<file path="config.mk">
export PLATFORM = sky130hd
export DESIGN_NAME = mem_access_ctrl_flat
export DESIGN_NICKNAME = d
export VERILOG_FILES = /design/src/rtl/mem_access_ctrl_if.sv /design/src/rtl/mem_access_ctrl.sv /design/src/flat_wrapper.sv
export SDC_FILE = /design/constraint.sdc
export NUM_CORES = 1
export LEC_CHECK = 0
export BUFFER_PORTS_ARGS = -buffer_cell sky130_fd_sc_hd__clkbuf_2
export CAP_MARGIN = 20
export CORE_MARGIN = 2
export CORE_UTILIZATION = 45
export CTS_BUF_LIST = sky130_fd_sc_hd__clkbuf_8
export DETAILED_ROUTE_END_ITERATION = 8
export PLACE_DENSITY = 0.79
export SLEW_MARGIN = 20
export SYNTH_ARGS = -nofsm -noshare
export SYNTH_HDL_FRONTEND = slang
export SYNTH_SLANG_ARGS = --single-unit
export TNS_END_PERCENT = 20
</file>
<file path="constraint.sdc">
create_clock -name clk -period 2 [get_ports clk]
set_clock_uncertainty 0.15 [all_clocks]
set_input_delay 0.6 -clock clk [delete_from_list [all_inputs] [get_ports clk]]
set_output_delay 0.6 -clock clk [all_outputs]
set_load 0.05 [all_outputs]
</file>
<file path="src/rtl/mem_access_ctrl_if.sv">
// Data-memory bus between the MEM-stage access controller and the memory.
// The controller drives the registered request fields; memory answers with ack/rdata.
interface mem_access_ctrl_if #(
  parameter int DATA_WIDTH = 32,
  parameter int ADDR_WIDTH = 32
);
  logic                  dmem_req;
  logic                  dmem_we;
  logic [ADDR_WIDTH-1:0] dmem_addr;
  logic [3:0]            dmem_be;
  logic [DATA_WIDTH-1:0] dmem_wdata;
  logic                  dmem_ack;
  logic [DATA_WIDTH-1:0] dmem_rdata;

  modport master (
    output dmem_req, dmem_we, dmem_addr, dmem_be, dmem_wdata,
    input  dmem_ack, dmem_rdata
  );

  modport slave (
    input  dmem_req, dmem_we, dmem_addr, dmem_be, dmem_wdata,
    output dmem_ack, dmem_rdata
  );
endinterface

</file>
<file path="src/rtl/mem_access_ctrl.sv">
// MEM-stage load/store controller: issues one registered request per access,
// stalls the pipeline while the memory is busy, extends load data and
// reports misaligned accesses and bus timeouts.
module mem_access_ctrl #(
  parameter int DATA_WIDTH     = 32,
  parameter int ADDR_WIDTH     = 32,
  parameter int TIMEOUT_CYCLES = 16
) (
  input  logic                  clk,
  input  logic                  rst,
  input  logic                  mem_rd_en_in,
  input  logic                  mem_wr_en_in,
  input  logic [1:0]            mem_size_in,
  input  logic                  mem_signed_in,
  input  logic [ADDR_WIDTH-1:0] addr_in,
  input  logic [DATA_WIDTH-1:0] wr_data_in,
  mem_access_ctrl_if.master     dmem,
  output logic                  stall_out,
  output logic [DATA_WIDTH-1:0] load_data_out,
  output logic                  load_valid_out,
  output logic                  misaligned_err_out,
  output logic                  bus_err_out
);

  localparam int CNT_W = $clog2(TIMEOUT_CYCLES) + 1;
  localparam logic [CNT_W-1:0] CNT_LAST = CNT_W'(TIMEOUT_CYCLES - 1);

  typedef enum logic [1:0] {
    IDLE = 2'd0,
    BUSY = 2'd1,
    DONE = 2'd2
  } state_t;

  state_t           state_q, state_d;
  logic             pending, misaligned, issue, timeout, finish;
  logic [1:0]       size_p1;
  logic             signed_p1;
  logic [1:0]       lane_p1;
  logic [CNT_W-1:0] busy_cnt;

  // Little-endian lane enables; size 11 behaves as a word.
  function automatic logic [3:0] byte_en(input logic [1:0] size, input logic [1:0] lane);
    case (size)
      2'b00:   return 4'b0001 << lane;
      2'b01:   return lane[1] ? 4'b1100 : 4'b0011;
      default: return 4'b1111;
    endcase
  endfunction

  // Store data copied into every lane so the memory only needs the byte enables.
  function automatic logic [DATA_WIDTH-1:0] replicate(input logic [1:0] size,
                                                      input logic [DATA_WIDTH-1:0] data);
    case (size)
      2'b00:   return {(DATA_WIDTH/8){data[7:0]}};
      2'b01:   return {(DATA_WIDTH/16){data[15:0]}};
      default: return data;
    endcase
  endfunction

  // Pick the addressed lane out of the read word and sign/zero extend it.
  function automatic logic [DATA_WIDTH-1:0] extend_load(input logic [1:0] size,
                                                        input logic sgn,
                                                        input logic [1:0] lane,
                                                        input logic [DATA_WIDTH-1:0] rdata);
    logic [DATA_WIDTH-1:0] sh;
    logic signed [7:0]     b;
    logic signed [15:0]    h;
    sh = rdata >> {lane, 3'b000};
    b  = sh[7:0];
    h  = sh[15:0];
    case (size)
      2'b00:   return sgn ? DATA_WIDTH'(b) : DATA_WIDTH'(sh[7:0]);
      2'b01:   return sgn ? DATA_WIDTH'(h) : DATA_WIDTH'(sh[15:0]);
      default: return rdata;
    endcase
  endfunction

  assign pending    = mem_rd_en_in | mem_wr_en_in;
  assign misaligned = ((mem_size_in == 2'b01) & addr_in[0]) |
                      (mem_size_in[1] & (|addr_in[1:0]));
  assign timeout    = (busy_cnt == CNT_LAST);
  assign finish     = (state_q == BUSY) & (dmem.dmem_ack | timeout);

  // FSM state register.
  always_ff @(posedge clk) begin
    if (rst) state_q <= IDLE;
    else     state_q <= state_d;
  end

  // Next state, stall and misalignment decode.
  always_comb begin
    state_d            = state_q;
    issue              = 1'b0;
    stall_out          = 1'b0;
    misaligned_err_out = 1'b0;
    case (state_q)
      IDLE: begin
        if (pending && misaligned) begin
          misaligned_err_out = 1'b1;
        end else if (pending) begin
          issue     = 1'b1;
          stall_out = 1'b1;
          state_d   = BUSY;
        end
      end
      BUSY: begin
        stall_out = 1'b1;
        if (dmem.dmem_ack || timeout) state_d = DONE;
      end
      DONE:    state_d = IDLE;
      default: state_d = IDLE;
    endcase
  end

  // Request stage: launch on issue, hold through BUSY, drop on ack or timeout.
  always_ff @(posedge clk) begin
    if (rst) begin
      dmem.dmem_req   <= 1'b0;
      dmem.dmem_we    <= 1'b0;
      dmem.dmem_addr  <= '0;
      dmem.dmem_be    <= '0;
      dmem.dmem_wdata <= '0;
    end else if (issue) begin
      dmem.dmem_req   <= 1'b1;
      dmem.dmem_we    <= mem_wr_en_in;
      dmem.dmem_addr  <= {addr_in[ADDR_WIDTH-1:2], 2'b00};
      dmem.dmem_be    <= byte_en(mem_size_in, addr_in[1:0]);
      dmem.dmem_wdata <= replicate(mem_size_in, wr_data_in);
    end else if (finish) begin
      dmem.dmem_req   <= 1'b0;
    end
  end

  // Latched access attributes and BUSY cycle counter.
  always_ff @(posedge clk) begin
    if (rst) begin
      size_p1   <= '0;
      signed_p1 <= 1'b0;
      lane_p1   <= '0;
      busy_cnt  <= '0;
    end else if (issue) begin
      size_p1   <= mem_size_in;
      signed_p1 <= mem_signed_in;
      lane_p1   <= addr_in[1:0];
      busy_cnt  <= '0;
    end else if (state_q == BUSY && !finish) begin
      busy_cnt  <= busy_cnt + 1'b1;
    end
  end

  // Result stage: one-cycle valid/error pulses in DONE, load data held otherwise.
  always_ff @(posedge clk) begin
    if (rst) begin
      load_data_out  <= '0;
      load_valid_out <= 1'b0;
      bus_err_out    <= 1'b0;
    end else begin
      load_valid_out <= 1'b0;
      bus_err_out    <= 1'b0;
      if (state_q == BUSY && dmem.dmem_ack) begin
        if (!dmem.dmem_we) begin
          load_data_out  <= extend_load(size_p1, signed_p1, lane_p1, dmem.dmem_rdata);
          load_valid_out <= 1'b1;
        end
      end else if (state_q == BUSY && timeout) begin
        load_data_out <= '0;
        bus_err_out   <= 1'b1;
      end
    end
  end

endmodule

</file>
<file path="src/flat_wrapper.sv">
// flat-port wrapper written by rule: the top's interface ports become plain ports
module mem_access_ctrl_flat 
#(
  parameter int DATA_WIDTH     = 32,
  parameter int ADDR_WIDTH     = 32,
  parameter int TIMEOUT_CYCLES = 16
)
  (clk, rst, mem_rd_en_in, mem_wr_en_in, mem_size_in, mem_signed_in, addr_in, wr_data_in, stall_out, load_data_out, load_valid_out, misaligned_err_out, bus_err_out, dmem_dmem_req, dmem_dmem_we, dmem_dmem_addr, dmem_dmem_be, dmem_dmem_wdata, dmem_dmem_ack, dmem_dmem_rdata);
  mem_access_ctrl_if #(.DATA_WIDTH(DATA_WIDTH), .ADDR_WIDTH(ADDR_WIDTH)) dmem_i ();
  input  logic clk;
  input  logic rst;
  input  logic mem_rd_en_in;
  input  logic mem_wr_en_in;
  input  logic [1:0] mem_size_in;
  input  logic mem_signed_in;
  input  logic [ADDR_WIDTH-1:0] addr_in;
  input  logic [DATA_WIDTH-1:0] wr_data_in;
  output logic stall_out;
  output logic [DATA_WIDTH-1:0] load_data_out;
  output logic load_valid_out;
  output logic misaligned_err_out;
  output logic bus_err_out;
  output wire logic [$bits(dmem_i.dmem_req)-1:0] dmem_dmem_req;
  output wire logic [$bits(dmem_i.dmem_we)-1:0] dmem_dmem_we;
  output wire logic [$bits(dmem_i.dmem_addr)-1:0] dmem_dmem_addr;
  output wire logic [$bits(dmem_i.dmem_be)-1:0] dmem_dmem_be;
  output wire logic [$bits(dmem_i.dmem_wdata)-1:0] dmem_dmem_wdata;
  input wire logic [$bits(dmem_i.dmem_ack)-1:0] dmem_dmem_ack;
  input wire logic [$bits(dmem_i.dmem_rdata)-1:0] dmem_dmem_rdata;
  assign dmem_dmem_req = dmem_i.dmem_req;
  assign dmem_dmem_we = dmem_i.dmem_we;
  assign dmem_dmem_addr = dmem_i.dmem_addr;
  assign dmem_dmem_be = dmem_i.dmem_be;
  assign dmem_dmem_wdata = dmem_i.dmem_wdata;
  assign dmem_i.dmem_ack = dmem_dmem_ack;
  assign dmem_i.dmem_rdata = dmem_dmem_rdata;
  mem_access_ctrl #(.DATA_WIDTH(DATA_WIDTH), .ADDR_WIDTH(ADDR_WIDTH), .TIMEOUT_CYCLES(TIMEOUT_CYCLES)) u_core (.clk(clk), .rst(rst), .mem_rd_en_in(mem_rd_en_in), .mem_wr_en_in(mem_wr_en_in), .mem_size_in(mem_size_in), .mem_signed_in(mem_signed_in), .addr_in(addr_in), .wr_data_in(wr_data_in), .dmem(dmem_i), .stall_out(stall_out), .load_data_out(load_data_out), .load_valid_out(load_valid_out), .misaligned_err_out(misaligned_err_out), .bus_err_out(bus_err_out));
endmodule
</file>
==> metrics.md <==
| Metric | Value |
|---|---|
| Initial antenna violation count | `0` |
| Routed wl met2 | `7200 um` |
| Area of the core | `around 0.011 mm2` |
| Run status | `finished with violations` |
| Static leakage | `approximately 3.0 nW` |
| Final setup violating endpoints | `2` |
| Count of mapped cells out of synthesis | `596` |
| Inst Count DP | `930` |
| Worst vdd rail ir drop | `0.000670 V` |
| Highest net fanout along the worst path | `2` |
| Effective utilization at floorplan | `a little under half` |
| CTS sink cnt | `114` |
| Clock transition at the register clock pins on the worst setup and hold paths after CTS | `around 0.060 ns` |
| Fraction of layout cells with a size suffix above 1 | `38.5%` |
| Seq/Total Area, Yosys | `45.6%` |
| Routed via count divided by cell count | `5.45` |
| Launching element type of the critical path | `input port` |
| Buffers from clock root to sink, at most | `2` |
| Routability congestion estimate | `roughly 0.86` |
| Average wire per standard cell | `15.6 um` |
| Count of maximum capacitance violations | `0` |
| Count of nets after finishing | `918` |
| PwrDens | `825 mW/mm2` |
| Aggregate routed wire length | `15000 um` |
| Post-synth EDFFs | `0` |
| HPWL after detailed placement | `10500 um` |
| Synth Cell Area | `0.00500 mm2` |
| Full die area | `between 0.01 and 0.015 mm2` |
| Count of final max-slew check failures | `0` |
| Total Negative Setup Slacks | `-0.174 ns` |
| Final Hold Viols | `0` |
| Fillers | `898` |
| First-pass GRT wire length | `22600 um` |
| Post-synthesis average cell area | `8.39 um2` |
| Class of the most critical hold timing path | `input port to register` |
| Antenna Diode Count | `0` |
| Height of the die | `109 um` |
| Port-buffer cells | `slightly above 200` |
| Crit path kind | `input port to output port` |
| Time the final worst path needs with I/O delays and setup | `2.10 ns` |
| Master cell of the clock root buffer | `clkbuf_8` |
| TritonRoute pass-1 iters | `7` |
| Top cells by area in the synthesized netlist | `dfxtp_1, nand2_1, a21oi_1` |
| Total number of H-tree levels | `4` |
| Final worst path period share | `105%` |
| Total congestion overflow | `0` |
| Worst path required time | `1.25 ns` |
| Routed length on met1 | `5990 um` |
| Failing checks | `negative setup slack` |
| Non-Filler Instances | `963` |
| Number of DRC violations after detailed-routing iteration 0 | `249` |
| Die extent in x | `between 100 and 150 um` |
| Most used standard cells in the synthesized netlist | `nand2_1, dfxtp_1, a21oi_1` |
| Worst-Skew Late Latency | `0.43 ns` |
| Crit path arrival time | `1.35 ns` |
| Synth Register Bits | `114` |
| Share of synthesized flip-flops with an asynchronous set or reset | `0%` |
| Distinct cell type count after synthesis | `48` |
| Largest net degree at the start of global routing | `between 50 and 60` |
| Unrepaired setup endpoints after global routing | `yes` |
| Top-area cell type share of the netlist area | `a little under half` |
| Total I/O pin count | `210` |
| Synth-to-Final Area Change | `38.6%` |
| Most frequent cell after synthesis | `nand2_1` |
| Vias post-DR | `5244` |
| Max Fclk | `~480 MHz` |
| Top_reg_cell synth | `dfxtp_1` |
| Core Rows | `38` |
| PnR worst setup slack | `-0.104 ns` |
| Category of the worst setup path capture point | `output port` |
| # DRC | `0` |
| ANT nets after route | `0` |
| TritonCTS clock tree | `built` |
| Biggest area consumer among synthesized cells | `dfxtp_1` |
| Number of buffers created by CTS | `17` |
| WL met3 | `1410 um` |
| Top Layer Used | `met4` |
| Number of global-route vias before repair | `4845` |
| Yosys warning total | `0` |
| Global Route Usage Sum | `24.2%` |
[critical path: stages]
cell	delay, ns
buf_8	0.10
o21ai_4	0.14
and2_4	0.18
a21oi_4	0.07
nor2_4	0.11
buf_8	0.15
[placed cells by master, fill, tap and decap left out, types with 3 or more instances in the layout]
cell type | synthesis | layout
o22ai_1 | 7 | 7
nand2_1 | 124 | 122
buf_8 | 0 | 4
a211oi_1 | 11 | 11
o2111ai_1 | 6 | 6
dfxtp_2 | 0 | 3
clkbuf_2 | 0 | 200
inv_1 | 9 | 12
a22oi_2 | 0 | 6
buf_12 | 0 | 8
clkbuf_8 | 0 | 20
nor3_1 | 7 | 7
buf_4 | 3 | 32
o21ai_2 | 10 | 10
nand3_1 | 6 | 6
o21ai_0 | 24 | 24
nor2_1 | 30 | 27
o211ai_1 | 14 | 14
mux2i_1 | 29 | 29
nor2_4 | 0 | 3
dfxtp_1 | 114 | 111
a21oi_1 | 69 | 68
clkinv_2 | 0 | 7
a22oi_1 | 23 | 17
a311oi_1 | 10 | 10
nand2b_1 | 12 | 11
nand3b_1 | 7 | 7
[layout make-up]
type	count	area, um2	share of cell area [%]
multi-input combinational	422	2600	37.5
inverter	10	37.5	0.542
clock inverter	10	46.3	0.668
tap	140	175	2.53
timing repair buffer	247	1510	21.8
sequential	114	2290	33.0
clock buffer	20	275	3.97
[power breakdown]
group	total, mW	leakage [nW]	internal (mW)	switching, mW
clock	1.79	0.187	0.909	0.878
sequential	2.49	0.932	2.41	0.0856
combinational	1.44	1.89	0.461	0.975
total	5.72	3.01	3.78	1.94
[cells by family (layout without fill, tap and decap cells)]
| group | Yosys count | count (layout) | synth area share [%] |
|---|---|---|---|
| AOI/OAI and AO/OA | 185 | 185 | 23.8 |
| muxes | 30 | 30 | 6.25 |
| DFF | 114 | 114 | 45.6 |
| xor gates and xnor gates | 3 | 3 | 0.525 |
| and+or+nand+nor | 200 | 200 | 18.0 |
| adders and majority gates | 2 | 2 | 0.500 |
| other | 1 | 2 | 0.0750 |
| buffers and inverters | 61 | 287 | 5.18 |
[state kept, by name (all words and copies together) (netlist names)]
name	cells
u_core.dmem.dmem_addr	30
u_core.lane_p1	2
u_core.state_q	2
u_core.load_data_out	32
u_core.dmem.dmem_be	4
u_core.dmem.dmem_wdata	32
u_core.bus_err_out	1
u_core.busy_cnt	5
u_core.load_valid_out	1
u_core.signed_p1	1
u_core.dmem.dmem_req	1
u_core.size_p1	2
u_core.dmem.dmem_we	1
[per-layer routing]
metal | vias up | GRT usage (%)
li1 | 2536 | -
met1 | 2432 | 27.9
met2 | 242 | 39.4
met3 | 34 | 8.54
met4 | 0 | 12.5
met5 | - | 0
[through the flow]
stage | power (mW) | hold slack, ns | setup slack, ns | area [um2] | utilization, %
after floorplan | 3.46 | 0.329 | -0.0370 | 5020 | -
after global placement | 3.88 | 0.291 | -0.182 | 6400 | 59.0
after detailed placement | 3.91 | 0.299 | -0.242 | 6400 | 59.0
after CTS | 5.71 | 0.205 | -0.0960 | 6810 | 62.9
after global routing | 5.95 | 0.219 | -0.130 | 6930 | 63.9
final | 5.72 | 0.236 | -0.104 | 6930 | 63.9
[repair_timing]
action,CTS,global route
setup endpoints to repair,26,29
hold buffers,0,0
pin swaps,2,3
buffers inserted,1,1
gates cloned,0,1
resized for setup,20,23
[worst paths after layout]
kind,slack [ns],start,cells after the start,end
worst max-delay path,-0.10,addr_in[1],6,stall_out
worst min-delay path,0.24,addr_in[18],3,u_core.dmem.dmem_addr[18]
worst max register to register,0.08,u_core.busy_cnt[0],8,u_core.load_data_out[16]
worst min register to register,0.31,u_core.dmem.dmem_addr[28],2,u_core.dmem.dmem_addr[28]
Note: power is estimated with default switching activity, not from simulation.
